===== src/rtl/bp_be_ptw_miss_arb.sv =====
// Miss arbiter in front of the page-table walker. Holds one pending I and one pending D miss,
// issues one walk at a time round-robin, and routes the fill/fault result back to the owner.
module bp_be_ptw_miss_arb #(
   parameter int unsigned vaddr_width_p = 39,
   parameter int unsigned ptag_width_p  = 28
) (
   input  logic                     clk_i,
   input  logic                     reset_i,

   input  logic                     itlb_miss_v_i,
   output logic                     itlb_miss_ready_o,
   input  logic [vaddr_width_p-1:0] itlb_miss_vaddr_i,

   input  logic                     dtlb_miss_v_i,
   output logic                     dtlb_miss_ready_o,
   input  logic [vaddr_width_p-1:0] dtlb_miss_vaddr_i,
   input  logic                     dtlb_miss_store_i,
   input  logic                     dtlb_flush_i,

   input  logic [1:0]               priv_mode_i,
   input  logic                     mstatus_sum_i,
   input  logic                     mstatus_mxr_i,
   input  logic [ptag_width_p-1:0]  satp_ppn_i,

   input  logic                     ptw_busy_i,
   output logic                     ptw_instr_miss_v_o,
   output logic                     ptw_load_miss_v_o,
   output logic                     ptw_store_miss_v_o,
   output logic [vaddr_width_p-1:0] ptw_vaddr_o,
   output logic [1:0]               ptw_priv_mode_o,
   output logic                     ptw_mstatus_sum_o,
   output logic                     ptw_mstatus_mxr_o,
   output logic [ptag_width_p-1:0]  ptw_base_ppn_o,

   input  logic                     ptw_fill_v_i,
   input  logic                     ptw_fill_page_fault_i,

   output logic                     itlb_fill_v_o,
   output logic                     itlb_fault_o,
   output logic                     dtlb_fill_v_o,
   output logic                     dtlb_fault_o
);

   typedef enum logic [1:0] {StIdle, StIssue, StWait} state_e;

   state_e                     state_q, state_d;
   logic                       grant_q, grant_d;   // 0: I owns the walk, 1: D owns it
   logic                       prio_q, prio_d;
   logic                       squash_q, squash_d;

   logic                       i_v_q, i_v_d;
   logic [vaddr_width_p-1:0]   i_vaddr_q, i_vaddr_d;
   logic [1:0]                 i_priv_q, i_priv_d;
   logic                       i_sum_q, i_sum_d;
   logic                       i_mxr_q, i_mxr_d;

   logic                       d_v_q, d_v_d;
   logic [vaddr_width_p-1:0]   d_vaddr_q, d_vaddr_d;
   logic                       d_store_q, d_store_d;
   logic [1:0]                 d_priv_q, d_priv_d;
   logic                       d_sum_q, d_sum_d;
   logic                       d_mxr_q, d_mxr_d;

   logic                       ifill_q, ifill_d, ifault_q, ifault_d;
   logic                       dfill_q, dfill_d, dfault_q, dfault_d;

   logic fill_now, i_acc, d_acc, d_out, i_elig, d_elig, can_grant, sel_d, d_quiet;

   always_comb begin
      state_d   = state_q;
      grant_d   = grant_q;
      prio_d    = prio_q;
      squash_d  = squash_q;
      i_v_d     = i_v_q;
      i_vaddr_d = i_vaddr_q;
      i_priv_d  = i_priv_q;
      i_sum_d   = i_sum_q;
      i_mxr_d   = i_mxr_q;
      d_v_d     = d_v_q;
      d_vaddr_d = d_vaddr_q;
      d_store_d = d_store_q;
      d_priv_d  = d_priv_q;
      d_sum_d   = d_sum_q;
      d_mxr_d   = d_mxr_q;

      fill_now = (state_q == StWait) && ptw_fill_v_i;
      i_acc    = itlb_miss_v_i & ~i_v_q;
      d_acc    = dtlb_miss_v_i & ~d_v_q & ~dtlb_flush_i;
      d_out    = (state_q != StIdle) & grant_q;
      // The slot being retired by this fill is not a grant candidate.
      i_elig    = i_v_q & ~(fill_now & ~grant_q);
      d_elig    = d_v_q & ~dtlb_flush_i & ~(fill_now & grant_q);
      can_grant = ((state_q == StIdle) || fill_now) && (i_elig || d_elig) && !ptw_busy_i;
      sel_d     = (i_elig & d_elig) ? prio_q : d_elig;
      d_quiet   = squash_q | dtlb_flush_i;

      if (i_acc) begin
         i_v_d     = 1'b1;
         i_vaddr_d = itlb_miss_vaddr_i;
         i_priv_d  = priv_mode_i;
         i_sum_d   = mstatus_sum_i;
         i_mxr_d   = mstatus_mxr_i;
      end
      if (fill_now && !grant_q) i_v_d = 1'b0;

      if (d_acc) begin
         d_v_d     = 1'b1;
         d_vaddr_d = dtlb_miss_vaddr_i;
         d_store_d = dtlb_miss_store_i;
         d_priv_d  = priv_mode_i;
         d_sum_d   = mstatus_sum_i;
         d_mxr_d   = mstatus_mxr_i;
      end
      if (dtlb_flush_i && !d_out) d_v_d = 1'b0;
      if (fill_now && grant_q)    d_v_d = 1'b0;

      if (fill_now)                  squash_d = 1'b0;
      else if (dtlb_flush_i && d_out) squash_d = 1'b1;

      ifill_d  = fill_now & ~grant_q & ~ptw_fill_page_fault_i;
      ifault_d = fill_now & ~grant_q &  ptw_fill_page_fault_i;
      dfill_d  = fill_now &  grant_q & ~d_quiet & ~ptw_fill_page_fault_i;
      dfault_d = fill_now &  grant_q & ~d_quiet &  ptw_fill_page_fault_i;

      unique case (state_q)
         StIdle:  if (can_grant) state_d = StIssue;
         StIssue: state_d = StWait;
         StWait:  if (fill_now) state_d = can_grant ? StIssue : StIdle;
         default: state_d = StIdle;
      endcase

      if (can_grant) begin
         grant_d = sel_d;
         if (i_elig && d_elig) prio_d = ~sel_d;
      end
   end

   always_ff @(posedge clk_i) begin
      if (reset_i) begin
         state_q  <= StIdle;
         grant_q  <= 1'b0;
         prio_q   <= 1'b0;
         squash_q <= 1'b0;
         i_v_q    <= 1'b0;
         d_v_q    <= 1'b0;
         ifill_q  <= 1'b0;
         ifault_q <= 1'b0;
         dfill_q  <= 1'b0;
         dfault_q <= 1'b0;
      end else begin
         state_q  <= state_d;
         grant_q  <= grant_d;
         prio_q   <= prio_d;
         squash_q <= squash_d;
         i_v_q    <= i_v_d;
         d_v_q    <= d_v_d;
         ifill_q  <= ifill_d;
         ifault_q <= ifault_d;
         dfill_q  <= dfill_d;
         dfault_q <= dfault_d;
      end
   end

   always_ff @(posedge clk_i) begin
      i_vaddr_q <= i_vaddr_d;
      i_priv_q  <= i_priv_d;
      i_sum_q   <= i_sum_d;
      i_mxr_q   <= i_mxr_d;
      d_vaddr_q <= d_vaddr_d;
      d_store_q <= d_store_d;
      d_priv_q  <= d_priv_d;
      d_sum_q   <= d_sum_d;
      d_mxr_q   <= d_mxr_d;
   end

   assign itlb_miss_ready_o  = ~i_v_q;
   assign dtlb_miss_ready_o  = ~d_v_q;

   assign ptw_instr_miss_v_o = (state_q == StIssue) & ~grant_q;
   assign ptw_load_miss_v_o  = (state_q == StIssue) &  grant_q & ~d_store_q;
   assign ptw_store_miss_v_o = (state_q == StIssue) &  grant_q &  d_store_q;
   assign ptw_vaddr_o        = grant_q ? d_vaddr_q : i_vaddr_q;
   assign ptw_priv_mode_o    = grant_q ? d_priv_q  : i_priv_q;
   assign ptw_mstatus_sum_o  = grant_q ? d_sum_q   : i_sum_q;
   assign ptw_mstatus_mxr_o  = grant_q ? d_mxr_q   : i_mxr_q;
   assign ptw_base_ppn_o     = satp_ppn_i;

   assign itlb_fill_v_o = ifill_q;
   assign itlb_fault_o  = ifault_q;
   assign dtlb_fill_v_o = dfill_q;
   assign dtlb_fault_o  = dfault_q;

   // A walk abandoned by reset may still deliver its fill while idle; that one is tolerated.
   logic walk_lost_q;
   always_ff @(posedge clk_i) begin
      if (reset_i)           walk_lost_q <= walk_lost_q | (state_q != StIdle);
      else if (ptw_fill_v_i) walk_lost_q <= 1'b0;
   end

   fill_only_in_wait: assert property (@(posedge clk_i) disable iff (reset_i)
      ptw_fill_v_i |-> (state_q == StWait) || ((state_q == StIdle) && walk_lost_q));

endmodule


===== config.mk =====
export PLATFORM = sky130hd
export DESIGN_NAME = bp_be_ptw_miss_arb
export DESIGN_NICKNAME = d
export VERILOG_FILES = /design/src/rtl/bp_be_ptw_miss_arb.sv
export SDC_FILE = /design/constraint.sdc
export NUM_CORES = 1
export LEC_CHECK = 0
export CAP_MARGIN = 20
export CORE_AREA = 3 3 143 76
export CTS_CLUSTER_DIAMETER = 40
export DETAILED_ROUTE_END_ITERATION = 7
export DIE_AREA = 0 0 146 79
export PLACE_DENSITY_LB_ADDON = 0.25
export SYNTH_ARGS = -nofsm -noshare
export SYNTH_HDL_FRONTEND = slang
export SYNTH_SLANG_ARGS = --single-unit

===== constraint.sdc =====
create_clock -name clk_i -period 4.1 [get_ports clk_i]
set_clock_uncertainty 0.15 [all_clocks]
set_input_delay 1.025 -clock clk_i [delete_from_list [all_inputs] [get_ports clk_i]]
set_output_delay 1.025 -clock clk_i [all_outputs]
set_load 0.02 [all_outputs]

Yosys cells after proc, flatten, opt, wreduce, memory -nomap -nowiden:

Cells that the tools add are included.

* register bits after elaboration: 98
* input port bits: 119
* output and inout bits: 80
* logic and storage cells: 82

* equality and inequality tests: 4
* mux-type cells: 9
* bitwise gates (word level): 30
* reduce and logical (&&, ||, !) cells: 20

Operators with widths (count)
* $mux W39: 1
* $and A1 B1 Y1: 19
* $not A1 Y1: 10
* $logic_and A1 B1 Y1: 8
* $mux W2: 3
* $pmux W2 S3: 1
* $mux W1: 4
* $ne A2 B2 Y1 const B: 2
* $reduce_and A2 Y1: 2
* $reduce_or A2 Y1: 2
* $logic_not A1 Y1: 3
* $reduce_or A3 Y1: 1
* $eq A2 B1 Y1 const B: 1
* $eq A2 B2 Y1 const B: 1
* $logic_not A2 Y1: 1
* $logic_or A1 B1 Y1: 2
* $reduce_bool A2 Y1: 1
* $or A1 B1 Y1: 1

Depth between registers and ports, before layout:

Gate-level depths: netlist of the first run.

* word-level depth: 11
* gate-level depth with buffers: 5
* mapped depth without buffers: 3

Worst setup path before layout of the first run:

No wires, ideal clock.

* path kind: in2reg
* start point: input dtlb_flush_i
* end point: register d_mxr_q (enable)
* setup time: 446 ps
* arrival: 3010 ps
* setup slack: 494 ps
* cell stages on the path: 3
* cells stage by stage: inv_1 > nand2_1 > nor2_1

* cells in the longest elaborated chain, start to end: 2

Ends and longest elaborated chain
* start: declaration: RTL line 18 `input logic dtlb_flush_i,`
* $not A1 Y1: RTL line 88 `d_acc = dtlb_miss_v_i & ~d_v_q & ~dtlb_flush_i;`
* $and A1 B1 Y1: RTL line 88
* net d_acc: RTL line 67 `logic fill_now, i_acc, d_acc, d_out, i_elig, d_elig, can_grant, sel_d, d_quiet;`
* end signal: assignment: RTL line 173 `d_mxr_q <= d_mxr_d;`
* end: declaration: RTL line 62 `logic d_mxr_q, d_mxr_d;`

The timed path passes the listed nets, and every way through them passes these cells.
A chain may end at the register's enable or synchronous reset.

Worst setup path after layout of the first run:

* start point: register state_q[0]
* end point: output ptw_instr_miss_v_o

* cells in the longest elaborated chain, start to end: 2

Ends and longest elaborated chain
* start: declaration: RTL line 46 `state_e state_q, state_d;`
* start signal: assignment: RTL line 140 `state_q <= StIdle;`
* start signal: assignment: RTL line 151 `state_q <= state_d;`
* $eq A2 B1 Y1: RTL line 179 `assign ptw_instr_miss_v_o = (state_q == StIssue) & ~grant_q;`
* $and A1 B1 Y1: RTL line 179
* end: declaration: RTL line 26 `output logic ptw_instr_miss_v_o,`

Every way passes these cells.

==> results_dict.tcl, run 1 <==
set metrics [dict create \
    status "completed" \
    cp_num_buf_inv 1 \
    cts_root_buf "clkbuf_16" \
    hp-class "flip-flop to flip-flop" \
    slew_headroom 0.554 \
    globalplace.congestion 0.801 \
    antennaDiodeCount 0 \
    vias 2283 \
    antenna_left 0 \
    max_freq_mhz 320 \
    r2r_end "prio_q" \
    crit_path_max_fanout 10 \
    path_common_cell "nor2b_1" \
    ir_drop_mv 0.201 \
    yosysSeqAreaShare 0.734 \
    grt_pass1_vias 2500 \
    antenna_found_initial 0 \
    finalCriticalPeriod_ns 3.13 \
    coreArea_um2 9480 \
    reg2reg_depth 4 \
    rrSetupSlack_ns 2.27 \
    layout_setup_ws_ns 0.973 \
    drt_drc_violations_left 0 \
    synth_cell_types 29 \
    syn_inst 222 \
    place_ws_ns 1.17 \
    final_common_cell "clkdlybuf4s50_1" \
    initial_core_util 0.407 \
    holdPathStages 2 \
    cts_tree "yes" \
    setup.worst_path.start_class "flip-flop" \
    holdPathEnd "squash_q" \
    die_h_um 79 \
    fin_crit_sh 0.763 \
    setup_viol 0 \
    wl_um 8940 \
    fillers 730 \
    avgRoutedWirePerCell_um 18.6 \
    cts_buffers 9 \
    grt_pass1_wl_um 13800 \
    final_cells 482 \
    avgViaCountPerCell 4.74 \
    r2r-start "grant_q" \
    cts_setup_buffers 0 \
    hold_path.startpoint "squash_q" \
    io_buffers 142 \
    synth-seq-cells 98 \
    grt_overflow 0 \
    drt_pass1_iterations 4 \
    required_ns 2.92 \
    h-tree-depth 3 \
    final_cell_mix "clkdlybuf4s50_1, edfxtp_1, mux2_2" \
    critPathCaptureType "output pin" \
    critPathSlowestCell "clkdlybuf4s50_1" \
    worst_pin_slew_ns 0.667 \
    place_inst 466 \
    leakage_nw 1.87 \
    post-synth-top-area-cell "edfxtp_1" \
    crit_family "buffers and inverters" \
    synth_warnings 0 \
    path_cells "nor2b_1 -> nor2b_1 -> clkdlybuf4s50_1" \
    setup-tns-final_ns 0 \
    maxSlewViolCount 0 \
    synth_top_cell_area_share 0.677 \
    num_io_pins 199 \
    clk_pin_slew_ns 0.06 \
    place.detailed.hpwl_um 6550 \
    fin_nets 461 \
    rows 25 \
    syn-num-nets 341 \
    area_growth_pct 43.5 \
    avgSynthCellArea_um2 17.4 \
    criticalPathCategory "flip-flop to output pin" \
    die_area_um2 11500 \
    critPathMaxStageDelay_ns 0.64 \
    grt_max_degree 54 \
    drtIter0Drc 124 \
    cts_resized 0 \
    cap_violations 0 \
    ctsHoldBuffers 0 \
    clockBufferDepth 2 \
    crit_arrival_ns 1.95 \
    rsz0062_at_grt "no" \
    netlist_area_um2 3860 \
    cts_sinks 98 \
    hold_viol_final 0 \
    die_x_um 146 \
    synth_area_leaders "edfxtp_1, mux2_2, dfxtp_1, buf_4, nor2b_1" \
    drive_above_1_share 0.190 \
    grt_usage 0.155 \
    pwr_density_cell_nw_per_um2 393 \
    worstSkewPairLatency_ns 0.33 \
]
final cells by class:
| cell class | count | area, um2 | share of cell area |
|---|---|---|---|
| Sequential cell | 98 | 2830 | 0.511 |
| Timing Repair Buffer | 145 | 1470 | 0.265 |
| Multi-Input combinational cell | 85 | 788 | 0.142 |
| Clock buffer | 11 | 233 | 0.0420 |
| Tap cell | 135 | 169 | 0.0305 |
| Clock inverter | 5 | 37.5 | 0.00677 |
| Inverter | 3 | 11.3 | 0.00203 |
cells by family after synthesis:
kind of cell / share of synthesized area
flip-flops: 0.734
multiplexers: 0.128
buffers and inverters: 0.0661
AND/OR/NAND/NOR: 0.0483
AO/OA/AOI/OAI: 0.0237
worst register-to-register path: stages, from the launching register on:
cell,delay (ns)
dfxtp_2,0.34
buf_12,0.25
and4bb_2,0.31
a2111oi_4,0.32
mux2_1,0.35
synth_stat cells:
| master | number |
|---|---|
| edfxtp_1 | 87 |
| mux2_2 | 43 |
| buf_4 | 28 |
| dfxtp_1 | 11 |
| nor2_1 | 9 |
| nor2b_1 | 6 |
| clkbuf_1 | 5 |
| nor3_1 | 4 |
| a21oi_1 | 3 |
| buf_2 | 3 |
| inv_1 | 3 |
| nand2_1 | 2 |
| nand2b_1 | 2 |
| a2111oi_4 | 1 |
| a221o_1 | 1 |
| a221oi_1 | 1 |
| a32oi_1 | 1 |
| and3_1 | 1 |
| and3b_1 | 1 |
| and4bb_2 | 1 |
| mux2_1 | 1 |
| nand4b_1 | 1 |
| nand4bb_1 | 1 |
| o21a_1 | 1 |
| o21ai_0 | 1 |
| o41ai_1 | 1 |
| or3_1 | 1 |
| or4_1 | 1 |
| or4b_4 | 1 |
where the power goes:
part / internal [mW] / switching (mW) / total, mW
Clock: 0.415 / 0.349 / 0.764
Combinational: 0.153 / 0.107 / 0.259
Sequential: 1.14 / 0.0141 / 1.16
per-layer routing:
metal	share of wire	global-route usage	vias to the layer above	wire length (um)
met4	0.022	0.0582	0	197
met1	0.36	0.168	1108	3240
met2	0.55	0.290	105	4960
met5	0	0	-	0
li1	-	-	1046	-
met3	0.061	0.0462	24	544
stage by stage:
stage | hold slack (ns) | utilization | total power [mW] | cell area (um2)
3_3_place_gp | 0.354 | 0.556 | 1.43 | 5270
4_1_cts | 0.377 | 0.585 | 2.21 | 5540
6_report | 0.373 | 0.585 | 2.18 | 5540
5_1_grt | 0.420 | 0.585 | 2.26 | 5540
3_5_place_dp | 0.364 | 0.556 | 1.44 | 5270
2_1_floorplan | 0.330 | - | 1.31 | 3860
worst max-delay path by stage:
| stage | to | from | depth (start not counted) |
|---|---|---|---|
| floorplan | d_mxr_q | dtlb_flush_i | 3 |
| global placement | i_vaddr_q[18] | itlb_miss_v_i | 3 |
| detailed placement | i_vaddr_q[26] | itlb_miss_v_i | 3 |
| CTS | ptw_load_miss_v_o | state_q[0] | 4 |
| global route | ptw_load_miss_v_o | state_q[0] | 4 |
| finish | ptw_instr_miss_v_o | state_q[0] | 3 |
flip-flops by register name, indices dropped and copies added, names as in the netlist, 2 cells and up:
register,count
d_vaddr_q,39
i_vaddr_q,39
d_priv_q,2
i_priv_q,2
state_q,2
(Power assumes the default switching activity.)
==> inputs of run 2 (changes only) <==
--- a/config.mk
+++ b/config.mk
@@ -6,10 +6,10 @@
 export NUM_CORES = 1
 export LEC_CHECK = 0
 export CAP_MARGIN = 20
-export CORE_AREA = 3 3 143 76
+export CORE_AREA = 3 3 151 80
 export CTS_CLUSTER_DIAMETER = 40
 export DETAILED_ROUTE_END_ITERATION = 7
-export DIE_AREA = 0 0 146 79
+export DIE_AREA = 0 0 154 83
 export PLACE_DENSITY_LB_ADDON = 0.25
 export SYNTH_ARGS = -nofsm -noshare
 export SYNTH_HDL_FRONTEND = slang
==> constraint.sdc (replaced) <==
create_clock -name clk_i -period 2.8 [get_ports clk_i]
set_clock_uncertainty 0.15 [all_clocks]
set_input_delay 0.7 -clock clk_i [delete_from_list [all_inputs] [get_ports clk_i]]
set_output_delay 0.7 -clock clk_i [all_outputs]
set_load 0.02 [all_outputs]
==> run 2 against run 1 <==
Hold slack improved by 0.021 ns. Largest cell class unchanged. Via count decreased by 1.1%. Non-clock buffer count increased by 1. Sequential power increased by 46%. Combinational power increased by 47%. Critical path type unchanged. Sequential cell count unchanged. Wire length decreased by 4.8%. Sequential share of layout area decreased by 0.81 points. Global-route usage decreased by 2.3 points. Largest power group unchanged. Clock-buffer cell count decreased by 2.
==> results_dict.tcl, run 2 (synthesis gave the netlist of run 1 again) <==
set metrics [dict create \
    die_x_um 154 \
    place_area_um2 5300 \
    hold_path.startpoint "squash_q" \
    drt_drc_violations_left 0 \
    io_buffers 142 \
    pwr_density_cell_nw_per_um2 597 \
    status "completed" \
    avgViaCountPerCell 4.59 \
    fin_area_um2 5630 \
    globalplace.congestion 0.736 \
    clockBufferDepth 2 \
    area_growth_pct 45.8 \
    antennaDiodeCount 0 \
    finalCriticalPeriod_ns 2.69 \
    final_cell_mix "clkdlybuf4s50_1, edfxtp_1, mux2_2" \
    setup-tns-final_ns 0 \
    max_freq_mhz 372 \
    coreArea_um2 10800 \
    required_ns 1.95 \
    ctsHoldBuffers 0 \
    setup.worst_path.start_class "flip-flop" \
    cts_tree "yes" \
    critPathCaptureType "output pin" \
    clk_pin_slew_ns 0.07 \
    vias 2258 \
    drtIter0Drc 103 \
    setup_viol 0 \
    grt_max_degree 45 \
    cts_buffers 9 \
    drt_pass1_iterations 4 \
    grt_pass1_wl_um 13200 \
    grt_usage 0.132 \
    drive_above_1_share 0.196 \
    slew_headroom 0.731 \
    die_h_um 83 \
    cts_root_buf "clkbuf_16" \
    top_regs "d_vaddr_q x39, i_vaddr_q x39" \
    cap_violations 0 \
    fin_crit_sh 0.961 \
    hold-worst-slack_ns 0.394 \
    worstSkewPairLatency_ns 0.33 \
    avgRoutedWirePerCell_um 17.3 \
    holdPathEnd "dtlb_fault_o" \
    report.power.total_mw 3.36 \
    rsz0062_at_grt "no" \
    rrSetupSlack_ns 1.01 \
    hold_viol_final 0 \
    leakage_nw 1.91 \
    h-tree-depth 3 \
    cts_sinks 98 \
    die_area_um2 12800 \
    num_io_pins 199 \
    holdPathStages 2 \
    antenna_found_initial 0 \
    grt_overflow 0 \
    wl_um 8520 \
    r2r-start "state_q[0]" \
    r2r_end "prio_q" \
    crit_path_max_fanout 10 \
    worst_pin_slew_ns 0.403 \
    grt_pass1_vias 2468 \
    place.detailed.hpwl_um 6190 \
    crit_arrival_ns 1.84 \
    rows 27 \
    criticalPathCategory "flip-flop to output pin" \
    antenna_left 0 \
    hp-class "flip-flop to flip-flop" \
    fin_nets 462 \
    final_common_cell "clkdlybuf4s50_1" \
    reg2reg_depth 3 \
    maxSlewViolCount 0 \
    initial_core_util 0.356 \
    ir_drop_mv 0.321 \
]
==> run 2: area by class of cell <==
cell class | count | area, um2
Fill cell | 890 | 5210
Sequential cell | 98 | 2830
Inverter | 3 | 11.3
Tap cell | 145 | 181
Clock inverter | 6 | 90.1
Clock buffer | 9 | 225
Timing Repair Buffer | 146 | 1490
Multi-Input combinational cell | 85 | 796
==> run 2: timing repair <==
action,in CTS,in global routing
setup buffers,0,0
gates resized for setup,2,1
setup endpoints to repair,7,3
==> run 2: metal layers <==
metal	vias up	wire length [um]	share of wire	GRT usage
met5	-	0	0	0
met4	0	219	0.026	0.0609
met3	24	590	0.069	0.0469
met2	91	4700	0.55	0.244
met1	1094	3010	0.35	0.132
li1	1049	-	-	-
==> run 2: worst max-delay path by stage <==
stage	startpoint	end	slack, ns	cells past startpoint
floorplan	dtlb_flush_i	d_mxr_q	0.26	3
global placement	dtlb_flush_i	prio_q	0.25	4
global route	state_q[0]	ptw_instr_miss_v_o	0.01	3
CTS	state_q[0]	ptw_instr_miss_v_o	0.05	3
finish	state_q[0]	ptw_store_miss_v_o	0.11	3
detailed placement	dtlb_flush_i	prio_q	0.25	4
==> run 2: power breakdown <==
group	switching [mW]	total (mW)	internal (mW)
clock	0.505	1.29	0.782
combinational	0.155	0.382	0.227
sequential	0.0202	1.69	1.67
==> run 2: worst max-delay path, stage by stage, from the launching register on <==
cell and delay, ns:
dfxtp_1 0.48, nor2b_4 0.25, and3_1 0.17, clkdlybuf4s50_1 0.62
==> run 2: per-stage QoR <==
stage	util	std cells	setup slack (ns)
6_report	0.519	492	0.110
5_1_grt	0.519	492	0.0148
4_1_cts	0.519	492	0.0511
3_5_place_dp	0.489	477	0.246
3_3_place_gp	0.489	477	0.246
2_1_floorplan	-	222	0.256
==> inputs of run 3 (changes only) <==
--- a/config.mk
+++ b/config.mk
@@ -11,6 +11,7 @@
 export DETAILED_ROUTE_END_ITERATION = 7
 export DIE_AREA = 0 0 154 83
 export PLACE_DENSITY_LB_ADDON = 0.25
+export REMOVE_ABC_BUFFERS = 1
 export SYNTH_ARGS = -nofsm -noshare
 export SYNTH_HDL_FRONTEND = slang
 export SYNTH_SLANG_ARGS = --single-unit
==> constraint.sdc (replaced) <==
create_clock -name clk_i -period 2.8 [get_ports clk_i]
set_clock_uncertainty 0.15 [all_clocks]
set_input_delay 0.7 -clock clk_i [delete_from_list [all_inputs] [get_ports clk_i]]
set_output_delay 0.7 -clock clk_i [all_outputs]
set_load 0.005 [all_outputs]
==> run 3 against run 2 <==
Die area unchanged. Critical path depth unchanged. Sequential cell count unchanged. Global-route usage up 0.93 points. Highest routed layer unchanged. Wire length up 5.4%. Design area down 0.80%. Sequential share of layout area up 0.41 points. Worst setup slack better by 0.036 ns. Maximum frequency up 1.4%. Register-to-register slack worse by 0.04 ns. Combinational power down 13%. Largest power group unchanged. Clock power down 9%.
==> results_dict.tcl, run 3 (synthesis gave the netlist of run 1 again) <==
set metrics [dict create \
    status "completed" \
    antenna_found_initial 0 \
    ir_drop_mv 0.275 \
    cts_sinks 98 \
    power.internal_mw 2.58 \
    grt_overflow 0 \
    critPathCaptureType "output pin" \
    avgViaCountPerCell 4.53 \
    worstSkewPairLatency_ns 0.32 \
    required_ns 1.95 \
    rows 27 \
    grt_pass1_vias 2507 \
    swShare 0.193 \
    layout_setup_ws_ns 0.146 \
    die_area_um2 12800 \
    initial_core_util 0.356 \
    setup.worst_path.start_class "flip-flop" \
    clk_pin_slew_ns 0.06 \
    criticalPathCategory "flip-flop to output pin" \
    p_sw_uw 619 \
    drt_drc_violations_left 0 \
    leakage_nw 1.88 \
    wl_met3_um 749 \
    antenna_left 0 \
    fin_area_um2 5590 \
    antennaDiodeCount 0 \
    wl_um 8970 \
    vias 2227 \
    h-tree-depth 3 \
    area_growth_pct 44.7 \
    place_ws_ns 0.241 \
    cts_tree "yes" \
    rrSetupSlack_ns 0.97 \
    cts_buffers 9 \
    worst_pin_slew_ns 0.408 \
    drtIter0Drc 80 \
    rsz0062_at_grt "no" \
    final_cell_mix "clkdlybuf4s50_1, edfxtp_1, mux2_2" \
    avgRoutedWirePerCell_um 18.2 \
    pwr_density_cell_nw_per_um2 573 \
    cts_resized 0 \
    post-route-util 0.515 \
    report.power.total_mw 3.20 \
    num_io_pins 199 \
    drt_pass1_iterations 4 \
    cts_setup_buffers 0 \
    slew_headroom 0.727 \
    setup_viol 0 \
    wl_met1_um 3420 \
    fin_nets 461 \
    die_h_um 83 \
    p_comb_frac 0.103 \
    io_buffers 142 \
    cap_violations 0 \
    hold-worst-slack_ns 0.404 \
    clockBufferDepth 2 \
    ctsHoldBuffers 0 \
    hp-class "flip-flop to flip-flop" \
    maxSlewViolCount 0 \
    fillers 927 \
    globalplace.congestion 0.704 \
    crit_arrival_ns 1.80 \
    coreArea_um2 10800 \
    highest_layer "met4" \
    grt_pass1_wl_um 13700 \
    grt_usage 0.141 \
    final_common_cell "clkdlybuf4s50_1" \
    die_x_um 154 \
    clkPwrFrac 0.368 \
    grt_max_degree 54 \
    place_area_um2 5300 \
    hold_viol_final 0 \
    fin_crit_sh 0.948 \
    cts_root_buf "clkbuf_16" \
    finalCriticalPeriod_ns 2.65 \
    max_freq_mhz 377 \
    crit_path_max_fanout 53 \
    wl_met2_um 4700 \
    drive_above_1_share 0.187 \
    top_regs "d_vaddr_q x39, i_vaddr_q x39" \
    place.detailed.hpwl_um 6320 \
    share_seq_of_total_power 0.529 \
]
-- run 3: cell types whose count changed in the layout (fill, tap and decap cells not counted) --
cell / change
clkinv_1: +2
nor2b_4: -1
buf_6: -1
nor2b_2: +1
clkbuf_1: +1
inv_6: -2
clkinvlp_4: +1
bufinv_16: -1
-- run 3: path summary, 6_finish.rpt --
kind	cells after the start	start	to
max reg2reg	4	grant_q	prio_q
min	2	squash_q	squash_q
min reg2reg	2	squash_q	squash_q
max	3	grant_q	ptw_vaddr_o[32]
-- run 3: worst max-delay path, cell delays in order, from the launching register on --
cell and delay (ns):
dfxtp_2 0.34, buf_12 0.26, mux2_2 0.37, clkdlybuf4s50_1 0.47
-- run 3: layout make-up --
| type | instances | area (um2) | area share |
|---|---|---|---|
| timing repair buffer | 145 | 1480 | 0.265 |
| multi-input combinational | 85 | 791 | 0.142 |
| sequential | 98 | 2830 | 0.507 |
| clock inverter | 6 | 57.6 | 0.0103 |
| clock buffer | 10 | 229 | 0.0410 |
| tap | 145 | 181 | 0.0325 |
| inverter | 3 | 11.3 | 0.00202 |
-- run 3: through the flow --
stage | std cells | TNS [ns]
2_1_floorplan | 186 | -39.05
3_3_place_gp | 476 | 0
3_5_place_dp | 476 | 0
4_1_cts | 492 | 0
5_1_grt | 492 | 0
6_report | 492 | 0
-- run 3: metal layers --
metal | track usage | vias to the layer above
met5 | 0 | -
met4 | 0.0369 | 0
met3 | 0.0698 | 8
met2 | 0.243 | 86
met1 | 0.157 | 1092
li1 | - | 1041
-- run 3: power by group through the flow --
stage	clock network [mW]	registers (mW)	logic [mW]
3_3_place_gp	0	1.72	0.328
4_1_cts	1.22	1.69	0.337
5_1_grt	1.29	1.70	0.354
2_1_floorplan	0	1.72	0.0841
3_5_place_dp	0	1.72	0.335
6_report	1.18	1.69	0.331
